`src/rtl/opc5_arb_pkg.sv`:
```
// ----------------------------------------------------------------------------
// opc5_arb_pkg
// Shared types and constants for the OPC5 two-master memory arbiter.
//   - arb_state_e  : arbiter FSM states (IDLE, ACCESS, DONE)
//   - M_CPU/M_AUX  : master index encodings used for grants
//   - ARB_AW/ARB_DW: default address/data widths
//   - cnt_width()  : wait-counter width for a given wait-state count
// ----------------------------------------------------------------------------
package opc5_arb_pkg;

    localparam int unsigned ARB_AW = 16;
    localparam int unsigned ARB_DW = 16;

    // Master indices; also the encoding of the grant/last_grant bits.
    localparam logic M_CPU = 1'b0;
    localparam logic M_AUX = 1'b1;

    typedef enum logic [1:0] {
        IDLE   = 2'd0,
        ACCESS = 2'd1,
        DONE   = 2'd2
    } arb_state_e;

    // Counter must hold WAIT_STATES; keep at least one bit for WAIT_STATES = 0.
    function automatic int unsigned cnt_width(input int unsigned ws);
        return (ws == 0) ? 1 : $clog2(ws + 1);
    endfunction

endpackage

```
`src/rtl/opc5_arb_pick.sv`:
```
// ----------------------------------------------------------------------------
// opc5_arb_pick
// Winner selection for the two-master arbiter. Holds the last_grant register
// and combinationally picks a winner from the two request lines.
//
// Build option:
//   OPC_ARB_FIXED_PRIORITY_EN defined   -> master 0 always wins contention,
//                                          last_grant is not kept.
//   OPC_ARB_FIXED_PRIORITY_EN undefined -> round robin on last_grant.
//
// Ports:
//   clk, reset_b    : clock, synchronous active-low reset
//   req_i[1:0]      : request lines, bit 0 = CPU, bit 1 = AUX
//   done_i          : strobe, high while the arbiter is in DONE
//   done_idx_i      : master that completed (recorded as last_grant)
//   win_idx_o_c     : selected master (combinational)
//   win_vld_o_c     : at least one request present (combinational)
// ----------------------------------------------------------------------------
module opc5_arb_pick
    import opc5_arb_pkg::*;
(
    input  logic       clk,
    input  logic       reset_b,
    input  logic [1:0] req_i,
    input  logic       done_i,
    input  logic       done_idx_i,
    output logic       win_idx_o_c,
    output logic       win_vld_o_c
);

`ifdef OPC_ARB_FIXED_PRIORITY_EN

    // No history needed: CPU wins every tie.
    logic unused_done;
    assign unused_done = &{1'b0, clk, reset_b, done_i, done_idx_i};

    always_comb begin
        win_vld_o_c = |req_i;
        win_idx_o_c = M_CPU;
        if (req_i[1] && !req_i[0]) begin
            win_idx_o_c = M_AUX;
        end
    end

`else

    logic last_grant_q;
    logic last_grant_d;

    // Reset to AUX so the CPU wins the first tie.
    always_ff @(posedge clk) begin
        if (!reset_b) begin
            last_grant_q <= M_AUX;
        end else begin
            last_grant_q <= last_grant_d;
        end
    end

    always_comb begin
        last_grant_d = last_grant_q;
        if (done_i) begin
            last_grant_d = done_idx_i;
        end
    end

    // Single requester always wins; on a tie the master not granted last wins.
    always_comb begin
        win_vld_o_c = |req_i;
        win_idx_o_c = M_CPU;
        unique case (req_i)
            2'b10:   win_idx_o_c = M_AUX;
            2'b11:   win_idx_o_c = ~last_grant_q;
            default: win_idx_o_c = M_CPU;
        endcase
    end

`endif

endmodule

```
`src/rtl/opc5_mem_arbiter.sv`:
```
// ----------------------------------------------------------------------------
// opc5_mem_arbiter
// Shares one synchronous 64K x 16 memory port between the OPC5 CPU (master 0)
// and an auxiliary requester (master 1, e.g. DMA/loader). Each access runs
// IDLE -> ACCESS (WAIT_STATES + 1 cycles) -> DONE (ack pulse), giving one
// access per WAIT_STATES + 3 cycles. All outputs are registered.
//
// Build option:
//   OPC_ARB_FIXED_PRIORITY_EN : fixed CPU priority instead of round robin
//                               (selected inside opc5_arb_pick).
//
// Parameters:
//   AW          : address width
//   DW          : data width
//   WAIT_STATES : extra cycles the memory port is held per access (0..15)
//
// Ports:
//   clk, reset_b                         : clock, synchronous active-low reset
//   m0_req/m0_rnw/m0_addr/m0_wdata       : CPU request (held until ack)
//   m0_ack/m0_rdata                      : CPU completion pulse, read data
//   m1_req/m1_rnw/m1_addr/m1_wdata       : AUX request (held until ack)
//   m1_ack/m1_rdata                      : AUX completion pulse, read data
//   mem_ceb/mem_rnw/mem_addr/mem_wdata   : memory port (ceb active low)
//   mem_rdata                            : memory read data, valid the cycle
//                                          after the address is presented
// ----------------------------------------------------------------------------
module opc5_mem_arbiter
    import opc5_arb_pkg::*;
#(
    parameter int unsigned AW          = ARB_AW,
    parameter int unsigned DW          = ARB_DW,
    parameter int unsigned WAIT_STATES = 0
) (
    input  logic          clk,
    input  logic          reset_b,

    input  logic          m0_req,
    input  logic          m0_rnw,
    input  logic [AW-1:0] m0_addr,
    input  logic [DW-1:0] m0_wdata,
    output logic          m0_ack,
    output logic [DW-1:0] m0_rdata,

    input  logic          m1_req,
    input  logic          m1_rnw,
    input  logic [AW-1:0] m1_addr,
    input  logic [DW-1:0] m1_wdata,
    output logic          m1_ack,
    output logic [DW-1:0] m1_rdata,

    output logic          mem_ceb,
    output logic          mem_rnw,
    output logic [AW-1:0] mem_addr,
    output logic [DW-1:0] mem_wdata,
    input  logic [DW-1:0] mem_rdata
);

    localparam int unsigned CW = cnt_width(WAIT_STATES);

    arb_state_e    state_q,     state_d;
    logic [CW-1:0] wait_cnt_q,  wait_cnt_d;
    logic          win_q,       win_d;
    logic          mem_ceb_q,   mem_ceb_d;
    logic          mem_rnw_q,   mem_rnw_d;
    logic [AW-1:0] mem_addr_q,  mem_addr_d;
    logic [DW-1:0] mem_wdata_q, mem_wdata_d;
    logic          m0_ack_q,    m0_ack_d;
    logic          m1_ack_q,    m1_ack_d;
    logic [DW-1:0] m0_rdata_q,  m0_rdata_d;
    logic [DW-1:0] m1_rdata_q,  m1_rdata_d;

    logic          pick_idx_c;
    logic          pick_vld_c;
    logic          done_c;

    assign done_c = (state_q == DONE);

    // Winner selection and last_grant history.
    opc5_arb_pick u_pick (
        .clk         (clk),
        .reset_b     (reset_b),
        .req_i       ({m1_req, m0_req}),
        .done_i      (done_c),
        .done_idx_i  (win_q),
        .win_idx_o_c (pick_idx_c),
        .win_vld_o_c (pick_vld_c)
    );

    // State and output registers.
    always_ff @(posedge clk) begin
        if (!reset_b) begin
            state_q     <= IDLE;
            wait_cnt_q  <= '0;
            win_q       <= M_CPU;
            mem_ceb_q   <= 1'b1;
            mem_rnw_q   <= 1'b1;
            mem_addr_q  <= '0;
            mem_wdata_q <= '0;
            m0_ack_q    <= 1'b0;
            m1_ack_q    <= 1'b0;
            m0_rdata_q  <= '0;
            m1_rdata_q  <= '0;
        end else begin
            state_q     <= state_d;
            wait_cnt_q  <= wait_cnt_d;
            win_q       <= win_d;
            mem_ceb_q   <= mem_ceb_d;
            mem_rnw_q   <= mem_rnw_d;
            mem_addr_q  <= mem_addr_d;
            mem_wdata_q <= mem_wdata_d;
            m0_ack_q    <= m0_ack_d;
            m1_ack_q    <= m1_ack_d;
            m0_rdata_q  <= m0_rdata_d;
            m1_rdata_q  <= m1_rdata_d;
        end
    end

    // Next-state and next-output logic.
    always_comb begin
        state_d     = state_q;
        wait_cnt_d  = wait_cnt_q;
        win_d       = win_q;
        mem_ceb_d   = mem_ceb_q;
        mem_rnw_d   = mem_rnw_q;
        mem_addr_d  = mem_addr_q;
        mem_wdata_d = mem_wdata_q;
        m0_ack_d    = m0_ack_q;
        m1_ack_d    = m1_ack_q;
        m0_rdata_d  = m0_rdata_q;
        m1_rdata_d  = m1_rdata_q;

        unique case (state_q)
            IDLE: begin
                // Latch the winner's transaction onto the memory port.
                if (pick_vld_c) begin
                    win_d      = pick_idx_c;
                    mem_ceb_d  = 1'b0;
                    wait_cnt_d = CW'(WAIT_STATES);
                    state_d    = ACCESS;
                    if (pick_idx_c == M_AUX) begin
                        mem_rnw_d   = m1_rnw;
                        mem_addr_d  = m1_addr;
                        mem_wdata_d = m1_wdata;
                    end else begin
                        mem_rnw_d   = m0_rnw;
                        mem_addr_d  = m0_addr;
                        mem_wdata_d = m0_wdata;
                    end
                end
            end

            ACCESS: begin
                // Memory port held stable until the wait count runs out.
                if (wait_cnt_q != '0) begin
                    wait_cnt_d = wait_cnt_q - CW'(1);
                end else begin
                    mem_ceb_d = 1'b1;
                    mem_rnw_d = 1'b1;
                    state_d   = DONE;
                    if (win_q == M_AUX) begin
                        m1_ack_d = 1'b1;
                        if (mem_rnw_q) begin
                            m1_rdata_d = mem_rdata;
                        end
                    end else begin
                        m0_ack_d = 1'b1;
                        if (mem_rnw_q) begin
                            m0_rdata_d = mem_rdata;
                        end
                    end
                end
            end

            DONE: begin
                // Ack was high for this single cycle; last_grant updates in the picker.
                m0_ack_d = 1'b0;
                m1_ack_d = 1'b0;
                state_d  = IDLE;
            end

            default: begin
                state_d = IDLE;
            end
        endcase
    end

    assign m0_ack    = m0_ack_q;
    assign m1_ack    = m1_ack_q;
    assign m0_rdata  = m0_rdata_q;
    assign m1_rdata  = m1_rdata_q;
    assign mem_ceb   = mem_ceb_q;
    assign mem_rnw   = mem_rnw_q;
    assign mem_addr  = mem_addr_q;
    assign mem_wdata = mem_wdata_q;

endmodule

```
`config.mk`:
```
export PLATFORM = sky130hd
export DESIGN_NAME = opc5_mem_arbiter
export DESIGN_NICKNAME = d
export VERILOG_FILES = /design/src/rtl/opc5_arb_pkg.sv /design/src/rtl/opc5_arb_pick.sv /design/src/rtl/opc5_mem_arbiter.sv
export SDC_FILE = /design/constraint.sdc
export NUM_CORES = 1
export LEC_CHECK = 0
export ABC_CLOCK_PERIOD_IN_PS = 3100
export BUFFER_PORTS_ARGS = -buffer_cell sky130_fd_sc_hd__buf_2
export CAP_MARGIN = 20
export CORE_ASPECT_RATIO = 1.75
export CORE_MARGIN = 2
export CORE_UTILIZATION = 48
export DETAILED_ROUTE_END_ITERATION = 10
export GPL_TIMING_DRIVEN = 0
export MAX_ROUTING_LAYER = met4
export PLACE_DENSITY = 0.84
export SETUP_SLACK_MARGIN = 0.15
export SYNTH_ARGS = -nofsm -noshare
export SYNTH_HDL_FRONTEND = slang
export SYNTH_SLANG_ARGS = --single-unit
```
`constraint.sdc`:
```
create_clock -name clk -period 3.1 [get_ports clk]
set_input_delay 0.31 -clock clk [delete_from_list [all_inputs] [get_ports clk]]
set_output_delay 0.31 -clock clk [all_outputs]
set_load 0.03 [all_outputs]
```
Word level (Yosys, flattened, before mapping)
Cells that the tools add are included.
Storage, ports and cells
  bits in registers: 73
  bits of input ports: 86
Operators by class
  add/subtract/negate cells: 1
  equal/unequal tests: 8
  multiplexer cells: 20
  bitwise logic cells: 3
  reduce and logical (&&, ||, !) cells: 12
Operators by type and width (number)
  16-bit 2-to-1 mux: 2
  1-bit one-hot mux with 2 select lines: 6
  1-bit 2-to-1 mux: 9
  3-bit AND reduction: 3
  2-bit != test, second input constant: 4
  4-bit AND reduction: 2
  2-bit equality test, second input constant: 3
  2-bit AND reduction: 3
  2-bit 2-to-1 mux: 2
  2-bit one-hot mux with 2 select lines: 1
  2-bit nonzero test: 2
  1-bit inverter: 3
  2-bit by 1-bit equality test with 1-bit output, second input constant: 1
  2-bit zero test: 1
  2-bit OR reduction: 1
  1-bit subtractor, second input constant: 1

Longest topological paths before layout
  depth after elaboration: 5
  gate-level depth with buffers: 6
  mapped depth without buffers: 4

Hierarchy
Synthesis repeated with hierarchy kept, for this count alone.
Unflattened totals
  cell total of the unflattened synthesis: 318
  area, all modules: 3103.0 µm²
By module, submodules not included
  opc5_mem_arbiter: times used 1, cells an instance 313, area each 3055.4 µm²
  opc5_arb_pick: times used 1, cells an instance 5, area each 47.5 µm²

Worst setup path before layout
Ideal clock, no wire load.
  path kind: register to register
  start point: register mem_rnw_q, in the netlist mem_rnw
  end point: register m1_rdata_q[10], in the netlist m1_rdata[10]
  library setup time: 0.118 ns
  arrival time: 1.128 ns
  slack: 1.853 ns
  stages on the path, launching flop included: 5
  clock period less this slack: 1.247 ns
  cell sequence: dfxtp_1 > nand3_1 > buf_2 > nand2_1 > a21boi_2
On the way
  cells in the longest elaborated chain, start to end: 1
Ends and longest elaborated chain
  start: declaration: RTL line opc5_mem_arbiter.sv:64  | logic mem_rnw_q, mem_rnw_d;
  start signal: assignment: RTL line opc5_mem_arbiter.sv:108  | mem_rnw_q <= mem_rnw_d;
  4-bit AND reduction (no source line)
  end signal: assignment: RTL line opc5_mem_arbiter.sv:114  | m1_rdata_q <= m1_rdata_d;
  end: declaration: RTL line opc5_mem_arbiter.sv:70  | logic [DW-1:0] m1_rdata_q, m1_rdata_d;
Every way passes these cells.
A chain may end at the register's enable or synchronous reset.

Final worst setup path
  start point: register state_q[1]
  end point: register mem_addr_q[11], in the netlist mem_addr[11]
On the way
  cells in the longest elaborated chain, start to end: 2
Ends and longest elaborated chain
  start: declaration: RTL line opc5_mem_arbiter.sv:60  | arb_state_e state_q, state_d;
  start signal: assignment: RTL line opc5_mem_arbiter.sv:104  | state_q <= state_d;
  2-bit zero test: RTL line opc5_mem_arbiter.sv:132  | unique case (state_q)
  2-bit AND reduction (no source line)
  end signal: assignment: RTL line opc5_mem_arbiter.sv:109  | mem_addr_q <= mem_addr_d;
  end: declaration: RTL line opc5_mem_arbiter.sv:65  | logic [AW-1:0] mem_addr_q, mem_addr_d;
Every way passes these cells.

==> results.toml <==
[setup_path]
cp_data_arrival_time_ns = 1.67
critical_path_class = "flop to flop"
cp_max_fo = 10
critPathLaunchType = "flop"
r2r_setup_slack_ns = 1.64
cp-end-kind = "flop"
required_ns = 3.31

[cells_and_area]
areaGrowthSynthToFinish_pct = 34.40
drive_gt1_share_pct = 39.38
diodes = 0
nets = 602
final_cell_mix = "163 x buf_2, 132 x nand2_1, 72 x dfxtp_1"
mostFrequentLayoutCell = "buf_2"
fin_cells = 596
final_cell_area_um2 = 3979

[floorplan]
start_util_pct = 49.96
rows = 37
pin_count = 154
die_y_um = 107.9
dieArea_um2 = 6836
core_area_um2 = 5926
die_w_um = 63.37

[logic_synthesis]
ys_ff_latch = 72
yosys_warnings = 0
synth.avg_cell_area_um2 = 8.386
synth_area_leader_cell = "dfxtp_1"
syn_inst = 353
yosysSeqAreaShare_pct = 48.69
synthDistinctLibCells = 28
synth_nets = 439
synth_top_area_share_pct = 48.69
syn_area_um2 = 2960
ys_top_cells_by_area = "dfxtp_1 49%, nand2_1 17%, a21boi_2 8.0%"

[power]
ir_drop_v = 0.0004098
fin_total_pwr_uw = 2160
power_leakage_uw = 0.001862
power_density_nw_per_um2 = 542.8

[drt]
drtAntennaViolNets = 0
remaining_drc_errors = 0
vias_per_cell = 5.163
drt-total-wl_um = 8196
vias = 3077
wl_per_cell_um = 13.75
first_pass_iters = 4
dr.first_iter.drc_count = 109

[clock_network]
h-tree-depth = 3
cts_root_buf = "clkbuf_8"
cts_setup_buffers = 0
cts.sinks = 72
ctsHoldBuffers = 0
worstSkewPairLatency_ns = 0.34
clk_path_buf_depth = 2
tritoncts = "done"
cts.clk_slew.worst_paths_ns = 0.07
cts_buffers = 9
cts_resized = 0

[place]
gp_congestion = 0.8243
port_buffers = 152
placed_area_um2 = 3819
dp_hpwl_um = 6485
dp.cells = 583

[status]
status = "finished, final reports clean"

[grt]
grt_pass1_vias = 3188
grt_pass1_wl_um = 13650
grt_antenna_before_repair = 0
grt-ovfl-total = 0
gr-usage-all-layers_pct = 25.98
grt_max_degree = 11

[timing]
setup_violations = 0
fmax_ghz = 0.6854
finalCritPeriodShare_pct = 47.07
slew_headroom_pct = 70.41
finalHoldViolCount = 0
tightest_slew_ns = 0.4438
hold_ws_ns = 0.2238
finalSetupTns_ns = 0
slew_viol_final = 0
min_period_ns = 1.459
finClkSkew_ns = 0.009341
rsz0062_at_grt = "no"

[run]
cap_violations = 0

[worst_hold_path]
hp-class = "input port to flop"
path summary, 6_finish.rpt:
path,startpoint,end,cells after the start
max,state_q[1]$_SDFFE_PN0P_,mem_addr[11]$_SDFFE_PN0P_,4
min,m0_wdata[15],mem_wdata[15]$_SDFFE_PN0P_,3
max reg2reg,state_q[1]$_SDFFE_PN0P_,mem_addr[11]$_SDFFE_PN0P_,4
min reg2reg,m0_rdata[8]$_SDFFE_PN0P_,m0_rdata[8]$_SDFFE_PN0P_,2
synth_stat cells:
| cell type | n |
|---|---|
| and3_1 | 2 |
| a31oi_1 | 32 |
| nor2b_2 | 1 |
| and2_1 | 3 |
| o211ai_1 | 2 |
| o21ai_1 | 3 |
| nor2_1 | 2 |
| a21boi_2 | 21 |
| nand2b_1 | 1 |
| buf_8 | 1 |
| buf_2 | 11 |
| nor2b_1 | 3 |
| a21bo_2 | 1 |
| a21boi_0 | 12 |
| or2b_1 | 1 |
| dfxtp_1 | 72 |
| mux2i_1 | 2 |
| a22oi_1 | 1 |
| inv_1 | 1 |
| nand3_1 | 1 |
| buf_12 | 1 |
| o21ai_0 | 29 |
| nand2_1 | 132 |
| nor3_4 | 1 |
| clkbuf_1 | 13 |
| nor3b_2 | 1 |
| a21oi_1 | 1 |
| buf_6 | 2 |
cells by family (layout without fill, tap and decap cells):
group	count (synthesis)	in the layout	share of synthesized area [%]
simple gates	148	148	20.58
mux	2	2	0.6763
flops	72	72	48.69
buf+inv	29	194	5.579
compound gates	102	102	24.47
state kept, by name, summed over array words and instances (netlist names):
name                 flops
m1_ack                   1
mem_addr                16
win_q                    1
u_pick.last_grant_q      1
m0_ack                   1
mem_wdata               16
m1_rdata                16
mem_rnw                  1
mem_ceb                  1
state_q                  2
m0_rdata                16
per-stage QoR:
step	setup WS (ns)	utilization, %
floorplan	1.853	-
global placement	1.624	64.44
detailed placement	1.602	64.44
CTS	1.623	67.15
global route	1.495	67.15
finish	1.641	67.15
routing by layer:
metal | up-vias | GRT usage [%] | wire length [um]
li1 | 1510 | - | -
met5 | - | - | 0
met4 | 0 | 12.11 | 210
met1 | 1391 | 25.27 | 3023
met3 | 15 | 5.753 | 633
met2 | 161 | 48.05 | 4329
final cells by class:
class	instances	area, um2
plain buffers	28	161.4
clock buffers	12	155.1
clock inverters	1	5.005
fillers	532	1947
inverters	1	3.754
multi-input cells	252	1354
flip-flops and latches	72	1441
well taps	78	97.59
repair buffers	152	760.7
worst max-delay path, stage by stage, from the launching register on:
cell	delay, ns
dfxtp_1	0.39
nor3_4	0.33
buf_2	0.26
buf_2	0.24
a31oi_1	0.11
power by group:
part / internal [uW] / switching, uW
Sequential: 998 / 40.0
Clock: 320 / 307
Combinational: 174 / 321
Total: 1490 / 668
Power figures use the tool's default switching activity.
